$ cat src/rtl/rs_stream_encoder.sv
// rs_stream_encoder
//   Streaming systematic Reed-Solomon (7,5) encoder over GF(8), primitive
//   polynomial x^3+x+1, generator g(x) = x^2 + a^4*x + a^3.
//   Five message symbols pass straight through to the output, followed by
//   the two parity symbols taken from a 2-stage division LFSR. A single
//   output register carries the stream and obeys valid/ready backpressure.
//   After the last parity symbol is loaded, the whole codeword is also
//   presented in packed form with a one-cycle cw_valid pulse.
//
// Ports
//   clk        : clock, rising edge
//   reset      : synchronous, active-high
//   in_valid   : in_data holds a message symbol
//   in_data    : message symbol, highest degree first
//   in_ready   : message symbol accepted this cycle when in_valid is high
//   out_valid  : out_data holds a codeword symbol
//   out_data   : codeword symbol, degree 6 down to degree 0
//   out_last   : out_data is the degree-0 parity symbol
//   out_ready  : downstream takes out_data this cycle
//   cw_valid   : one-cycle pulse, codeword is complete
//   codeword   : packed codeword, x^i coefficient at bits [3i+2:3i]
//
// state | meaning
// ------+------------------------------------------------------------
// MSG   | accepting message symbols, counter tracks position 0..4
// PAR1  | waiting for a free output slot to emit the degree-1 parity
// PAR2  | waiting for a free output slot to emit the degree-0 parity

module rs_stream_encoder #(
  parameter int SYMBOL_WIDTH = 3,
  parameter int N            = 7,
  parameter int K            = 5
) (
  input  logic                      clk,
  input  logic                      reset,
  input  logic                      in_valid,
  input  logic [SYMBOL_WIDTH-1:0]   in_data,
  output logic                      in_ready,
  output logic                      out_valid,
  output logic [SYMBOL_WIDTH-1:0]   out_data,
  output logic                      out_last,
  input  logic                      out_ready,
  output logic                      cw_valid,
  output logic [N*SYMBOL_WIDTH-1:0] codeword
);

  localparam logic [SYMBOL_WIDTH-1:0] G1      = 3'b110;
  localparam logic [SYMBOL_WIDTH-1:0] G0      = 3'b011;
  // low terms of the field polynomial, folded back in when x^3 overflows
  localparam logic [SYMBOL_WIDTH-1:0] POLY_LO = 3'b011;
  localparam logic [2:0]              CNT_MAX = 3'(K - 1);

  typedef enum logic [1:0] {
    MSG  = 2'd0,
    PAR1 = 2'd1,
    PAR2 = 2'd2
  } state_t;

  state_t                          r_state;
  logic [2:0]                      r_cnt;
  logic [SYMBOL_WIDTH-1:0]         r_r0;
  logic [SYMBOL_WIDTH-1:0]         r_r1;
  logic [K*SYMBOL_WIDTH-1:0]       r_shadow;

  logic                            w_slot_free;
  logic                            w_accept;
  logic [SYMBOL_WIDTH-1:0]         w_fb;
  logic [SYMBOL_WIDTH-1:0]         w_fb_g1;
  logic [SYMBOL_WIDTH-1:0]         w_fb_g0;

  // Shift-and-add multiply: walk b's bits, accumulating a*x^i.
  function automatic logic [SYMBOL_WIDTH-1:0] gf_mul(
    input logic [SYMBOL_WIDTH-1:0] a,
    input logic [SYMBOL_WIDTH-1:0] b
  );
    logic [SYMBOL_WIDTH-1:0] p;
    logic [SYMBOL_WIDTH-1:0] t;
    p = '0;
    t = a;
    for (int i = 0; i < SYMBOL_WIDTH; i++) begin
      if (b[i]) p = p ^ t;
      t = {t[SYMBOL_WIDTH-2:0], 1'b0} ^ (t[SYMBOL_WIDTH-1] ? POLY_LO : '0);
    end
    return p;
  endfunction

  // The output register can take a new symbol if it is empty or is being
  // drained in this same cycle.
  assign w_slot_free = !out_valid || out_ready;
  assign in_ready    = !reset && (r_state == MSG) && w_slot_free;
  assign w_accept    = in_valid && in_ready;

  assign w_fb    = in_data ^ r_r1;
  assign w_fb_g1 = gf_mul(w_fb, G1);
  assign w_fb_g0 = gf_mul(w_fb, G0);

  always_ff @(posedge clk) begin
    if (reset) begin
      r_state   <= MSG;
      r_cnt     <= '0;
      r_r0      <= '0;
      r_r1      <= '0;
      r_shadow  <= '0;
      out_valid <= 1'b0;
      out_last  <= 1'b0;
      out_data  <= '0;
      cw_valid  <= 1'b0;
      codeword  <= '0;
    end else begin
      cw_valid <= 1'b0;

      // Drained with nothing new to load: empty the slot. Any load below
      // overrides this.
      if (out_ready) begin
        out_valid <= 1'b0;
        out_last  <= 1'b0;
      end

      case (r_state)
        MSG: begin
          if (w_accept) begin
            out_data  <= in_data;
            out_valid <= 1'b1;
            out_last  <= 1'b0;
            r_r1      <= r_r0 ^ w_fb_g1;
            r_r0      <= w_fb_g0;
            r_shadow  <= {r_shadow[(K-1)*SYMBOL_WIDTH-1:0], in_data};
            if (r_cnt == CNT_MAX) begin
              r_cnt   <= '0;
              r_state <= PAR1;
            end else begin
              r_cnt   <= r_cnt + 3'd1;
            end
          end
        end

        PAR1: begin
          if (w_slot_free) begin
            out_data  <= r_r1;
            out_valid <= 1'b1;
            out_last  <= 1'b0;
            r_state   <= PAR2;
          end
        end

        PAR2: begin
          if (w_slot_free) begin
            out_data  <= r_r0;
            out_valid <= 1'b1;
            out_last  <= 1'b1;
            codeword  <= {r_shadow, r_r1, r_r0};
            cw_valid  <= 1'b1;
            r_r0      <= '0;
            r_r1      <= '0;
            r_state   <= MSG;
          end
        end

        default: r_state <= MSG;
      endcase
    end
  end

endmodule

$ cat config.mk
export PLATFORM = sky130hd
export DESIGN_NAME = rs_stream_encoder
export DESIGN_NICKNAME = d
export VERILOG_FILES = /design/src/rtl/rs_stream_encoder.sv
export SDC_FILE = /design/constraint.sdc
export NUM_CORES = 1
export LEC_CHECK = 0
export ABC_AREA = 1
export BUFFER_PORTS_ARGS = -buffer_cell sky130_fd_sc_hd__buf_2
export CORE_MARGIN = 2
export CORE_UTILIZATION = 55
export DETAILED_ROUTE_END_ITERATION = 10
export PLACE_DENSITY = 0.8
export SLEW_MARGIN = 20
export SYNTH_ARGS = -nofsm -noshare
export SYNTH_HDL_FRONTEND = slang
export SYNTH_SLANG_ARGS = --single-unit
$ cat constraint.sdc
create_clock -name clk -period 1.75 [get_ports clk]
set_input_delay 0.35 -clock clk [delete_from_list [all_inputs] [get_ports clk]]
set_output_delay 0.35 -clock clk [all_outputs]
set_load 0.1 [all_outputs]
==> flow_metrics.env <==
export IMPL_ys_seq_area_frac=0.476
export IMPL_die_x_um=67.7
export IMPL_period_needed_ps=1710
export IMPL_grt_max_degree=26
export IMPL_regArea_sq_mm=0.00107
export IMPL_core_area_sq_mm=0.00394
export IMPL_p_leak_nw=1.17
export IMPL_grtUsageTotal=0.213
export IMPL_crit_type="flip-flop to output pin"
export IMPL_relSlewSlack=0.673
export IMPL_path_clk_slew_ps=90
export IMPL_cp_max_fo=4
export IMPL_vias=1927
export IMPL_synthTopCellsByArea="dfxtp_1 48%, o21ai_0 10%, nand2_1 7.2%, a21oi_1 7.0%, nand3_1 6.3%"
export IMPL_yosysWarningCount=0
export IMPL_cts_sinks=53
export IMPL_diodes=0
export IMPL_final_core_utilization=0.676
export IMPL_p_int_mw=1.65
export IMPL_p_sw_uw=643
export IMPL_drc=0
export IMPL_drive_gt1_frac=0.226
export IMPL_synth_most_common_cell="dfxtp_1"
export IMPL_max_cap_violations=0
export IMPL_wl_um=4600
export IMPL_syn_to_final_growth_pct=19.5
export IMPL_startpoint_type="flip-flop"
export IMPL_cts_tree="done"
export IMPL_grt_pass1_vias=1714
export IMPL_fin_nets=341
export IMPL_status="finished clean"
export IMPL_syn_area_sq_mm=0.00223
export IMPL_overflow=0
export IMPL_antenna_found_initial=0
export IMPL_dieArea_sq_mm=0.00458
export IMPL_peakVddDrop_v=0.000440
export IMPL_hpwl_um=3330
export IMPL_ys_ff_latch=53
export IMPL_syn_num_nets=299
export IMPL_maxSlewViolCount=0
export IMPL_yosysUniqueCellTypes=27
export IMPL_synth_edff_count=0
export IMPL_htreeDepth=2
export IMPL_fin_skew_ps=8.83
export IMPL_swShare=0.280
export IMPL_die_h_um=67.7
export IMPL_synthDominantCellAreaShare=0.476
export IMPL_cts_hold_buf=0
export IMPL_cp_end_kind="output pin"
export IMPL_hp_class="input pin to flip-flop"
export IMPL_drtPass1Iterations=4
export IMPL_setup_ws_ps=36.1
export IMPL_fin_crit_sh=0.979
export IMPL_finalSetupViolCount=0
export IMPL_synth_area_per_cell_sq_um=7.85
export IMPL_n_fill_cell=328
export IMPL_place_congestion=0.826
export IMPL_arrival_ps=1360
export IMPL_worstMarginPinSlew_ps=493
export IMPL_clock_fmax_ghz=0.583
export IMPL_numCtsBuffers=5
export IMPL_worstSkewPairLatency_ps=300
export IMPL_portBuffers=34
export IMPL_async_reset_ff_frac=0
export IMPL_tns_ps=0
export IMPL_clockBufferDepth=2
export IMPL_clock_root_buffer="clkbuf_8"
export IMPL_p_seq_frac=0.551
export IMPL_p_comb_frac=0.141
export IMPL_core_rowCount=23
export IMPL_clock_power_share=0.308
export IMPL_ys_flop_type="dfxtp_1"
export IMPL_grt_pass1_wl_um=7310
export IMPL_synth_cells=284
export IMPL_pin_count=35
export IMPL_crit_required_ps=1400
export IMPL_ys_top_cells_by_count="53 x dfxtp_1, 45 x o21ai_0, 43 x nand2_1"
export IMPL_synth_top_area_cell="dfxtp_1"
export IMPL_route_detailed_wl_per_inst_um=12.2
export IMPL_initial_core_util=0.566
export IMPL_drt_iter0_markers=75
export IMPL_p_per_area_mw_per_mm2=862
export IMPL_ant_nets=0
export IMPL_multi_input_area_sq_mm=0.00101
export IMPL_place_ws_ps=180
export IMPL_final_hold_violation_count=0
export IMPL_routed_via_density=5.11
per-stage QoR:
| step | total power, mW | cell area [sq um] | hold slack, ps | cells |
|---|---|---|---|---|
| 2_1_floorplan | 1.54 | 2270 | 423 | 284 |
| 3_3_place_gp | 1.61 | 2530 | 449 | 365 |
| 3_5_place_dp | 1.62 | 2530 | 450 | 365 |
| 4_1_cts | 2.31 | 2630 | 363 | 373 |
| 5_1_grt | 2.40 | 2660 | 371 | 377 |
| 6_report | 2.30 | 2660 | 367 | 377 |
flip-flops by register name, indices dropped and copies added, names as in the netlist, 2 cells and up:
signal,cells
r_shadow,15
r_state,2
codeword,21
r_r1,3
out_data,3
r_r0,3
r_cnt,3
cells in the final DEF (no fill, tap or decap):
master / n
ha_1: 7
a211oi_1: 1
dfxtp_4: 2
inv_4: 2
a21oi_1: 31
nor2_8: 1
xnor2_1: 1
o22ai_1: 3
o211ai_1: 1
buf_2: 33
buf_4: 12
clkinv_4: 1
dfxtp_2: 1
o21ai_0: 45
o21ai_2: 1
a311oi_1: 1
buf_12: 1
nand2_4: 2
nand3_4: 1
clkinv_2: 1
xor2_1: 2
inv_1: 32
nor3_4: 1
o21ai_1: 3
or2_2: 1
nand3_1: 28
nand2_1: 42
ha_4: 1
nor2_4: 1
nor2_2: 2
inv_2: 4
dfxtp_1: 50
clkbuf_8: 6
nor2_1: 6
layout make-up:
cell class,instances,share of cell area
clock buffers,6,0.0310
clock inverters,2,0.00517
inverters,38,0.0554
multi-input cells,182,0.380
flip-flops and latches,53,0.402
well taps,50,0.0235
repair buffers,46,0.103
cell families after synthesis:
group / share of synthesized area
AOI/OAI and AO/OA: 0.200
DFF: 0.476
xor gates and xnor gates: 0.0118
adders and majority gates: 0.0449
buffers and inverters: 0.0842
and+or+nand+nor: 0.183
layer usage:
| metal | part of all wire | vias to the layer above | routed length, um | track usage |
|---|---|---|---|---|
| met3 | 0.034 | 4 | 156 | 0.0567 |
| met4 | 0.0074 | 0 | 34 | 0.0459 |
| li1 | - | 1019 | - | - |
| met2 | 0.48 | 33 | 2200 | 0.362 |
| met5 | 0 | - | 0 | 0 |
| met1 | 0.48 | 871 | 2210 | 0.269 |
repair_timing:
action                                  CTS  global route
resized for setup                         0             5
buffers inserted                          0             4
endpoints found under the setup margin    0             1
worst max-delay path, stage by stage, from the launching register on:
cell and delay, ps:
dfxtp_4 360, inv_4 70, ha_4 150, inv_2 50
nor3_4 220, buf_12 200
power by group through the flow:
stage	clock (mW)	combinational, mW	sequential [mW]
4_1_cts	0.720	0.322	1.27
6_report	0.708	0.323	1.27
3_5_place_dp	0	0.322	1.29
2_1_floorplan	0	0.181	1.36
5_1_grt	0.774	0.357	1.27
3_3_place_gp	0	0.316	1.29
path summary, 6_finish.rpt:
path	to	start	slack, ps	cells past startpoint
worst max-delay path	in_ready	r_state[0]$_SDFFE_PP0P_	40	5
worst min-delay path	out_last$_SDFF_PP0_	out_ready	370	4
worst max register to register	out_data[0]$_SDFFE_PP0P_	r_state[1]$_SDFFE_PP0P_	190	7
worst min register to register	out_data[2]$_SDFFE_PP0P_	out_data[2]$_SDFFE_PP0P_	460	2
(Power assumes the default switching activity.)
